**src/rtl/aurora_bist_sequencer.sv**
```systemverilog
// Aurora link BIST sequencer: brings up the link, waits for checker lock,
// runs a fixed measurement window, drains the checker, then grades the run.
module aurora_bist_sequencer #(
  parameter int unsigned LINK_TIMEOUT = 65535,
  parameter int unsigned LOCK_TIMEOUT = 4095,
  parameter int unsigned RUN_CYCLES   = 512,
  parameter int unsigned DRAIN_CYCLES = 256,
  parameter int unsigned MIN_SAMPS    = 256
) (
  input  logic        clk,
  input  logic        rst_n,
  input  logic        start,
  input  logic        abort,
  input  logic [4:0]  cfg_rate,
  input  logic        cfg_loopback,
  input  logic        channel_up,
  input  logic        bist_checker_locked,
  input  logic [47:0] bist_checker_samps,
  input  logic [47:0] bist_checker_errors,
  output logic        bist_gen_en,
  output logic        bist_checker_en,
  output logic        bist_loopback_en,
  output logic [4:0]  bist_gen_rate,
  output logic        busy,
  output logic        done,
  output logic        pass,
  output logic [2:0]  fail_code,
  output logic [47:0] result_samps,
  output logic [47:0] result_errors
);

  typedef enum logic [2:0] {
    S_IDLE, S_WAIT_LINK, S_WAIT_LOCK, S_RUN, S_DRAIN, S_FINISH
  } state_t;

  typedef enum logic [2:0] {
    F_NONE = 3'd0, F_LINK_TIMEOUT = 3'd1, F_LOCK_TIMEOUT = 3'd2, F_LINK_LOST = 3'd3,
    F_LOW_SAMPS = 3'd4, F_BIT_ERRORS = 3'd5, F_ABORTED = 3'd6
  } fcode_t;

  localparam logic [31:0] LINK_TO    = 32'(LINK_TIMEOUT);
  localparam logic [31:0] LOCK_TO    = 32'(LOCK_TIMEOUT);
  localparam logic [31:0] RUN_LAST   = 32'(RUN_CYCLES - 1);
  localparam logic [31:0] DRAIN_LAST = 32'(DRAIN_CYCLES - 1);
  localparam logic [47:0] SAMP_MIN   = 48'(MIN_SAMPS);

  state_t      state_q, state_d;
  fcode_t      code_q, code_d, new_code;
  logic        capture;
  logic [31:0] cnt_q, cnt_d;
  logic [4:0]  rate_cap_q, rate_cap_d;
  logic        pass_q, pass_d;
  logic [47:0] res_samps_q, res_samps_d, res_err_q, res_err_d;
  logic        gen_en_q, gen_en_d, chk_en_q, chk_en_d, lb_q, lb_d;
  logic [4:0]  rate_out_q, rate_out_d;
  logic        busy_q, busy_d, done_q, done_d;
  logic        start_acc;

  // State register and all registered outputs
  always_ff @(posedge clk) begin
    if (!rst_n) begin
      state_q     <= S_IDLE;
      code_q      <= F_NONE;
      cnt_q       <= '0;
      rate_cap_q  <= '0;
      pass_q      <= 1'b0;
      res_samps_q <= '0;
      res_err_q   <= '0;
      gen_en_q    <= 1'b0;
      chk_en_q    <= 1'b0;
      lb_q        <= 1'b0;
      rate_out_q  <= '0;
      busy_q      <= 1'b0;
      done_q      <= 1'b0;
    end else begin
      state_q     <= state_d;
      code_q      <= code_d;
      cnt_q       <= cnt_d;
      rate_cap_q  <= rate_cap_d;
      pass_q      <= pass_d;
      res_samps_q <= res_samps_d;
      res_err_q   <= res_err_d;
      gen_en_q    <= gen_en_d;
      chk_en_q    <= chk_en_d;
      lb_q        <= lb_d;
      rate_out_q  <= rate_out_d;
      busy_q      <= busy_d;
      done_q      <= done_d;
    end
  end

  // Next state plus the failure event raised by this transition
  always_comb begin
    state_d  = state_q;
    new_code = F_NONE;
    capture  = 1'b0;
    unique case (state_q)
      S_IDLE:      if (start) state_d = S_WAIT_LINK;
      S_WAIT_LINK: begin
        if (abort) begin
          state_d = S_FINISH; new_code = F_ABORTED;
        end else if (channel_up) begin
          state_d = S_WAIT_LOCK;
        end else if (cnt_q == LINK_TO) begin
          state_d = S_FINISH; new_code = F_LINK_TIMEOUT;
        end
      end
      S_WAIT_LOCK: begin
        if (abort) begin
          state_d = S_DRAIN; new_code = F_ABORTED;
        end else if (!channel_up) begin
          state_d = S_DRAIN; new_code = F_LINK_LOST; capture = 1'b1;
        end else if (bist_checker_locked) begin
          state_d = S_RUN;
        end else if (cnt_q == LOCK_TO) begin
          state_d = S_DRAIN; new_code = F_LOCK_TIMEOUT;
        end
      end
      S_RUN: begin
        // any exit from the window snapshots the checker counts
        if (abort) begin
          state_d = S_DRAIN; new_code = F_ABORTED; capture = 1'b1;
        end else if (!channel_up) begin
          state_d = S_DRAIN; new_code = F_LINK_LOST; capture = 1'b1;
        end else if (cnt_q == RUN_LAST) begin
          state_d = S_DRAIN; capture = 1'b1;
        end
      end
      S_DRAIN: begin
        if (abort) new_code = F_ABORTED;
        if (cnt_q == DRAIN_LAST) state_d = S_FINISH;
      end
      S_FINISH:    state_d = S_IDLE;
      default:     state_d = S_IDLE;
    endcase
  end

  // Counter, result bookkeeping and output values for the next cycle
  always_comb begin
    start_acc   = (state_q == S_IDLE) && start;
    cnt_d       = (state_d != state_q) ? '0 : ((cnt_q == '1) ? cnt_q : cnt_q + 32'd1);
    rate_cap_d  = start_acc ? cfg_rate : rate_cap_q;
    code_d      = code_q;
    pass_d      = pass_q;
    res_samps_d = res_samps_q;
    res_err_d   = res_err_q;
    if (start_acc) begin
      code_d      = F_NONE;
      pass_d      = 1'b0;
      res_samps_d = '0;
      res_err_d   = '0;
    end else begin
      if (new_code == F_ABORTED) code_d = F_ABORTED;
      else if (new_code != F_NONE && code_q == F_NONE) code_d = new_code;
      if (capture) begin
        res_samps_d = bist_checker_samps;
        res_err_d   = bist_checker_errors;
      end
      // grading lands on the same edge as done so both are seen together
      if (state_d == S_FINISH && state_q != S_FINISH && code_d == F_NONE) begin
        if (res_samps_q <= SAMP_MIN)  code_d = F_LOW_SAMPS;
        else if (res_err_q != '0)     code_d = F_BIT_ERRORS;
        else                          pass_d = 1'b1;
      end
    end
    gen_en_d   = (state_d == S_WAIT_LOCK) || (state_d == S_RUN);
    chk_en_d   = gen_en_d || (state_d == S_DRAIN);
    rate_out_d = gen_en_d ? rate_cap_q : '0;
    lb_d       = start_acc ? cfg_loopback : ((state_d == S_IDLE) ? 1'b0 : lb_q);
    busy_d     = (state_d != S_IDLE);
    done_d     = (state_d == S_FINISH);
  end

  assign bist_gen_en      = gen_en_q;
  assign bist_checker_en  = chk_en_q;
  assign bist_loopback_en = lb_q;
  assign bist_gen_rate    = rate_out_q;
  assign busy             = busy_q;
  assign done             = done_q;
  assign pass             = pass_q;
  assign fail_code        = code_q;
  assign result_samps     = res_samps_q;
  assign result_errors    = res_err_q;

endmodule

```
**config.mk**
```make
export PLATFORM = sky130hd
export DESIGN_NAME = aurora_bist_sequencer
export DESIGN_NICKNAME = d
export VERILOG_FILES = /design/src/rtl/aurora_bist_sequencer.sv
export SDC_FILE = /design/constraint.sdc
export NUM_CORES = 1
export LEC_CHECK = 0
export BUFFER_PORTS_ARGS = -buffer_cell sky130_fd_sc_hd__buf_2
export CAP_MARGIN = 20
export CORE_ASPECT_RATIO = 0.75
export CORE_MARGIN = 2
export CORE_UTILIZATION = 51
export CTS_CLUSTER_DIAMETER = 80
export CTS_CLUSTER_SIZE = 8
export DETAILED_ROUTE_END_ITERATION = 6
export MAX_ROUTING_LAYER = met4
export PLACE_DENSITY = 0.85
export SLEW_MARGIN = 20
export SYNTH_ARGS = -nofsm -noshare
export SYNTH_HDL_FRONTEND = slang
export SYNTH_SLANG_ARGS = --single-unit
```
**constraint.sdc**
```tcl
create_clock -name clk -period 2.77 [get_ports clk]
set_clock_uncertainty 0.15 [all_clocks]
set_input_delay 0.4155 -clock clk [delete_from_list [all_inputs] [get_ports clk]]
set_output_delay 0.4155 -clock clk [all_outputs]
set_load 0.1 [all_outputs]
```
==> results of run 1 <==
## Yosys cell counts, types with 2 or more instances
cell,instances
nor3b_1,3
nand3_2,2
buf_6,3
nand4_1,10
xnor2_1,25
buf_4,5
clkbuf_1,26
nor4_4,5
nand4b_1,2
or4_4,2
inv_1,9
buf_12,4
o21ai_1,2
nor4b_1,5
o211ai_1,4
nor2_2,2
xor2_1,5
buf_2,6
o31ai_1,5
nand2b_1,4
buf_1,4
nor3_1,43
or3_1,4
o31a_1,2
a21oi_1,5
nor4_1,32
and3_1,9
nor3_2,2
or3b_1,2
nand3_1,13
or3b_2,2
a31o_2,2
a31oi_1,2
and4_1,3
mux2i_1,102
dfxtp_1,150
nand2_1,205
nor2b_1,14
o21ai_0,5
or2_2,3
nor2_1,10
## path summary, 6_finish.rpt
kind / startpoint / to / slack (ns) / cells after the start
worst max-delay path: cnt_q[0]$_SDFFE_PP0P_ / cnt_q[19]$_SDFFE_PP0P_ / 0.20 / 8
worst min-delay path: cfg_loopback / bist_loopback_en$_SDFFE_PN0P_ / 0.08 / 3
worst max register to register: cnt_q[0]$_SDFFE_PP0P_ / cnt_q[19]$_SDFFE_PP0P_ / 0.20 / 8
worst min register to register: pass$_SDFFE_PP0P_ / pass$_SDFFE_PP0P_ / 0.31 / 2
## power breakdown
| part | leakage (nW) | total (mW) | switching (mW) | internal [mW] |
|---|---|---|---|---|
| Clock | 0.278 | 2.20 | 0.901 | 1.30 |
| Combinational | 2.09 | 0.515 | 0.341 | 0.174 |
| Sequential | 1.21 | 2.21 | 0.0237 | 2.18 |
| Total | 3.58 | 4.93 | 1.27 | 3.66 |
## flip-flops by register name, summed over array words and instances, names as in the netlist
signal / count
pass: 1
fail_code: 3
bist_gen_en: 1
cnt_q: 32
done: 1
rate_cap_q: 5
bist_gen_rate: 5
busy: 1
bist_loopback_en: 1
bist_checker_en: 1
result_samps: 48
result_errors: 48
state_q: 3
## per-stage QoR
| step | cell area (um^2) | util | std cells | total power [mW] | hold WS [ns] |
|---|---|---|---|---|---|
| 5_1_grt | 8730 | 0.668 | 1155 | 5.10 | 0.0788 |
| 3_3_place_gp | 8150 | 0.624 | 1124 | 2.76 | 0.285 |
| 3_5_place_dp | 8150 | 0.624 | 1124 | 2.76 | 0.309 |
| 6_report | 8730 | 0.668 | 1156 | 4.93 | 0.0823 |
| 4_1_cts | 8720 | 0.668 | 1155 | 4.95 | 0.0672 |
| 2_1_floorplan | 6880 | - | 762 | 2.59 | 0.302 |
## kinds of logic (layout without fill, tap and decap cells)
kind of cell	after synthesis	after routing	share of synthesized area
compound gates	35	35	0.0356
xor+xnor	30	30	0.0382
fa+ha+maj	1	1	0.00182
buf+inv	57	279	0.0476
flops	150	150	0.436
mux	102	102	0.148
other cells	0	1	0
simple gates	387	387	0.292
## tightest hold or removal path: stages
cell	delay, ns
buf_2	0.08
nand3_1	0.05
o31ai_1	0.06
## area by class of cell
cell class              count  area share
multi-input cells         555       0.410
flip-flops and latches    150       0.344
repair buffers            239       0.152
clock buffers              20      0.0535
well taps                 171      0.0245
clock inverters            11      0.0115
inverters                   9     0.00387
diodes                      1    0.000287
## metal layers
metal | vias up | track usage
met5 | - | -
met2 | 217 | 0.373
met4 | 0 | 0.0794
met1 | 2806 | 0.316
li1 | 3059 | -
met3 | 22 | 0.0596
==> reports/summary.txt, run 1 <==
CP endpoint kind - flip-flop
Worst min-delay path class - in2reg
Buffers inserted during post-CTS setup optimization - 0
Run status - finished, final reports clean
Commonest non-fill, non-tap cells in the layout - 217 x buf_2, 205 x nand2_1, 150 x dfxtp_1, 102 x mux2i_1, 43 x nor3_1
Seq cells post-synth - 150
Buffer levels on the longest clock path - 2
Starting utilization of the core area - 0.527
Relative slew slack - 0.554
Power Density - 564 nW/um^2
FMAX - 389 MHz
Ranking of synthesized cells by area - dfxtp_1 44%, mux2i_1 15%, nand2_1 11%, xnor2_1 3.2%, nor3_1 3.1%
Summed instance area of the synthesized netlist - 6880 um^2
Number of buffers added to fix hold violations after cts - 0
Area inside the core boundary - 13100 um^2
Layout net count - 1081
Area leader, netlist - dfxtp_1
Number of maximum-capacitance violations - 0
Number of placement rows - 36
Width of the die - 138 um
Number of enable-type register cells in the synthesized netlist - 0
Register clock-pin slew on the reported worst setup and hold paths - 0.06 ns
Amount of wire on met2 after detailed routing - 8080 um
Top-area cell type share of the netlist area - 0.436
PostCTS Resize Cnt - 0
Setup repair after global routing missed its margin - false
WS Path Type - reg2reg
# clock sinks - 150
Cell-by-cell trace of the critical path - ha_1 -> nand4_2 -> or4_4 -> nor3_4 -> buf_4 -> nor3_1 -> xnor2_1 -> nor3_1
Number of top-level pins - 218
Final setup fails - 0
Number of inserted filler cells in the final layout - 1079
Min setup slack post-route - 0.201 ns
Total wire length - 17500 um
Mean instance size in the synthesized netlist - 9.03 um^2
Area used by multi-input combinational logic - 3580 um^2
Final weighted congestion in routability-driven placement - 0.965
GRT Resource Usage Total - 0.243
Later-pin clock latency in the skew report - 0.42 ns
Fraction of synthesis flops using an asynchronous set or reset pin - 0
Peak supply drop - 0.000404 V
TritonCTS clock tree - yes
Port-buffer cells - 217
Setup Total Neg Slack - 0 ns
Most common cell on crit path - nor3_1
Worst Setup Start Kind - flip-flop
Leading cell type in the layout, fill and taps excluded - buf_2
Leak Pwr - 3.58 nW
Chip Height - 105 um
Crit-path max FO - 10
Pin count of the biggest net entering global routing - 118
Vias per cell - 5.28
Sequential standard cell area - 3000 um^2
DRC errors left - 0
Wire length of the first global-routing pass - 28000 um
Total buffers and inverters traversed by the critical path - 1
Least-Margin Pin Slew - 0.663 ns
Detailed-routing wirelength on met1 - 8030 um
Top Family by Delay on Critical Path - simple AND/OR/NAND/NOR gates
Data arrival at the endpoint of the critical path - 2.74 ns
Yosys warning count - 0
Count of distinct cell types in the synthesized netlist - 60
Number of standard cells after synthesis - 762
Die Outline Area - 14400 um^2
Metal3 WL - 1100 um
Number of global-route vias before repair - 5636
First-pass iteration count of the detailed router - 5
Clock period minus worst slack - 2.57 ns
Final hold violations - 0
Remaining global-route overflow - 0
Vias after detailed routing - 6104
Stage delay of the slowest cell on the critical path - 0.59 ns
Syn nets - 871
Top layer reached by signal wires - met4
Drt initial violations - 404
Worst path required time - 2.94 ns
Area growth from synthesis to layout - 26.8%
Slowest cell on the critical path - or4_4
Fraction of layout cells with a size suffix above 1 - 0.307
Initial antenna violation count - 0
Top FF cell, synth - dfxtp_1
Post-route ant nets - 0
Number of H-tree levels - 4
Sequential fraction of the synthesis area - 0.436
Number of buffers created by CTS - 17
CTS root buffer - clkbuf_16
Detailed placement HPWL - 12600 um
Dpl ws - 0.143 ns
Final critical-path share of the clock period - 0.927
Number of pins exceeding their max-slew limit in the final report - 0
Wire length per cell - 15.1 um
(Power assumes the default switching activity.)
==> run 2: changes to the inputs <==
Settings changed: ABC_AREA from default to 1.
==> reports/summary.txt, run 2 <==
Top FF cell, synth - dfxtp_1
Least-Margin Pin Slew - 0.523 ns (-0.140 ns)
Seq pwr share - 0.435 (-0.013)
Final setup fails - 0 (unchanged)
Count of inserted antenna diode cells - 0 (-1)
Final weighted congestion in routability-driven placement - 0.994 (+3.0%)
Wire length of the first global-routing pass - 29200 um (+4.3%)
Wire length per cell - 14.2 um (-6.0%)
Width of the die - 136 um (-1.8%)
Buffer levels on the longest clock path - 2 (unchanged)
Slowest cell on the critical path - dfxtp_1
Ranking of synthesized cells by area - dfxtp_1 45%, nand2_1 16%, a21oi_1 8.3%, nor2_1 5.4%, xor2_1 3.3%
Setup Total Neg Slack - 0 ns (unchanged)
Number of buffers added to fix hold violations after cts - 0 (unchanged)
Cell-by-cell trace of the critical path - ha_1 -> inv_1 -> nor2_4 -> nand3_1 -> nor2_1 -> nand2_1 -> nand2_1 -> nand2_2 -> nand2_4 -> buf_12 -> nand2_1 -> a21oi_1
Count of distinct cell types in the synthesized netlist - 29 (-52%)
Worst setup path startpoint - cnt_q[0]$_SDFFE_PP0P_
Metal3 WL - 1230 um (+12%)
Crit-path max FO - 92 (+82)
Portion of total power attributed to the clock network - 0.467 (+0.019)
Die Outline Area - 13900 um^2 (-3.6%)
Most common cell on crit path - nand2_1
Vias per cell - 5.15 (-2.4%)
Area inside the core boundary - 12800 um^2 (-1.7%)
Syn nets - 1020 (+17%)
Number of maximum-capacitance violations - 0 (unchanged)
Area leader, netlist - dfxtp_1
# clock sinks - 150 (unchanged)
CTS root buffer - clkbuf_16
Total power consumption of the routed design - 5.08 mW (+3.1%)
PostCTS Resize Cnt - 0 (unchanged)
Later-pin clock latency in the skew report - 0.41 ns (about the same)
Peak supply drop - 0.000503 V (+25%)
First-pass iteration count of the detailed router - 5 (unchanged)
Layout net count - 1228 (+14%)
Mean instance size in the synthesized netlist - 7.27 um^2 (-20%)
Relative slew slack - 0.654 (+0.0996)
Min setup slack post-route - 0.376 ns (+0.175 ns)
Worst Setup Start Kind - flip-flop
Number of pins exceeding their max-slew limit in the final report - 0 (unchanged)
Number of enable-type register cells in the synthesized netlist - 0 (unchanged)
Top-area cell type share of the netlist area - 0.453 (+0.0171)
Number of global-route vias before repair - 6122 (+8.6%)
Worst hold slack after final layout - 0.100 ns (+0.0178 ns)
Final hold violations - 0 (unchanged)
Most frequent cell after synthesis - nand2_1
Top cells by instance count after synthesis - 289 x nand2_1, 150 x dfxtp_1, 110 x a21oi_1
Setup repair after global routing missed its margin - false
Detailed placement HPWL - 13300 um (+5.2%)
Buffers inserted during post-CTS setup optimization - 0 (unchanged)
Port-buffer cells - 217 (unchanged)
Run status - finished, final reports clean
Fraction of layout cells with a size suffix above 1 - 0.256 (-0.0512)
Chip Height - 103 um (-1.8%)
Worst path required time - 2.94 ns (about the same)
Number of top-level pins - 218 (unchanged)
Pin count of the biggest net entering global routing - 97 (-18%)
Area growth from synthesis to layout - 26.9% (about the same)
Yosys warning count - 0 (unchanged)
Number of inserted filler cells in the final layout - 1090 (+1.0%)
Number of placement rows - 36 (unchanged)
Power Density - 604 nW/um^2 (+7.1%)
Number of H-tree levels - 4 (unchanged)
Leak Pwr - 3.71 nW (+3.5%)
Number of standard cells after synthesis - 911 (+20%)
Design internal power - 3.76 mW (+2.8%)
Final critical-path share of the clock period - 0.864 (-0.0632)
Stage delay of the slowest cell on the critical path - 0.36 ns (-0.23 ns)
Detailed-routing wirelength on met1 - 8270 um (+3.0%)
Top Family by Delay on Critical Path - simple AND/OR/NAND/NOR gates
Area used by multi-input combinational logic - 3160 um^2 (-12%)
Hold path startpoint - bist_checker_errors[13]
Top layer reached by signal wires - met4
TritonCTS clock tree - yes
Sequential fraction of the synthesis area - 0.453 (+0.0171)
Dpl ws - 0.463 ns (+0.320 ns)
Fraction of power spent switching nets - 0.259 (+0.00246)
WS Path Type - reg2reg
Data arrival at the endpoint of the critical path - 2.57 ns (-0.17 ns)
Power spent charging and discharging nets - 1.32 mW (+4.1%)
Summed instance area of the synthesized netlist - 6620 um^2 (-3.8%)
Portion of total power attributed to combinational logic - 0.098 (-0.007)
Remaining global-route overflow - 0 (unchanged)
Register clock-pin slew on the reported worst setup and hold paths - 0.06 ns (about the same)
Vias after detailed routing - 6704 (+9.8%)
DRC errors left - 0 (unchanged)
Seq cells post-synth - 150 (unchanged)
Post-route ant nets - 0 (unchanged)
Leading cell type in the layout, fill and taps excluded - nand2_1
Launching point of the worst reg2reg path - cnt_q[0]$_SDFFE_PP0P_
Worst min-delay path class - in2reg
Starting utilization of the core area - 0.516 (-0.0109)
Clock period minus worst slack - 2.39 ns (-0.175 ns)
CP endpoint kind - flip-flop
Drt initial violations - 469 (+16%)
Number of buffers created by CTS - 17 (unchanged)
FMAX - 418 MHz (+7.3%)
Initial antenna violation count - 0 (unchanged)
Amount of wire on met2 after detailed routing - 8610 um (+6.6%)
Sequential standard cell area - 3000 um^2 (unchanged)
GRT Resource Usage Total - 0.269 (+0.0267)
Total buffers and inverters traversed by the critical path - 2 (+1)
Total wire length - 18500 um (+5.8%)
Fraction of synthesis flops using an asynchronous set or reset pin - 0 (unchanged)
Commonest non-fill, non-tap cells in the layout - 288 x nand2_1, 217 x buf_2, 150 x dfxtp_1, 110 x a21oi_1, 96 x nor2_1
-- run 2: cell count changes after synthesis, sizes merged, moves of 7 or more --
cell	change
nor2b	-14
nand3	+7
o21a	+19
clkbuf	-14
nand2	+96
mux2i	-102
nor3	-15
xnor2	-21
inv	+50
nor4	-24
xor2	+20
a21oi	+105
nor2	+94
-- run 2: cell families (layout without fill, tap and decap cells) --
logic type,Yosys count,count (layout),synth area share
AOI/OAI and AO/OA,138,138,0.112
adders and majority gates,1,1,0.00189
xor gates and xnor gates,29,29,0.0384
DFF,150,150,0.453
and+or+nand+nor,496,496,0.323
buffers and inverters,97,316,0.0712
-- run 2: cell type report --
class,instances,share of cell area
clock buffers,17,0.0506
clock inverters,13,0.0208
inverters,59,0.0263
multi-input cells,664,0.375
flip-flops and latches,150,0.357
well taps,171,0.0255
repair buffers,227,0.144
-- run 2: tightest hold or removal path: stages --
cell	delay, ns
buf_2	0.09
nand2_1	0.05
a21oi_1	0.05
-- run 2: worst paths after layout --
kind                                                        to  slack [ns]  cells past startpoint
worst max-delay path            result_errors[34]$_SDFFE_PP0P_        0.38                     12
worst min-delay path            result_errors[13]$_SDFFE_PP0P_        0.10                      3
worst max register to register  result_errors[34]$_SDFFE_PP0P_        0.38                     12
worst min register to register     bist_gen_rate[0]$_SDFF_PN0_        0.28                      2
-- run 2: per-stage QoR --
stage                     std cells   util  area, um^2
after CTS                      1301  0.655        8410
after global placement         1271  0.608        7800
after global routing           1301  0.655        8410
final                          1301  0.655        8410
after floorplan                 911      -        6620
after detailed placement       1271  0.608        7800
-- run 2: metal layers --
metal | up-vias | track usage
met5 | - | -
met4 | 0 | 0.0946
met3 | 30 | 0.0452
met2 | 279 | 0.423
met1 | 3033 | 0.354
li1 | 3362 | -
-- run 2: power by group through the flow --
stage | Combinational [mW] | Clock (mW) | Sequential [mW]
2_1_floorplan | 0.215 | 0 | 2.37
3_3_place_gp | 0.493 | 0 | 2.25
3_5_place_dp | 0.496 | 0 | 2.26
4_1_cts | 0.499 | 2.39 | 2.21
5_1_grt | 0.541 | 2.49 | 2.21
6_report | 0.500 | 2.37 | 2.21
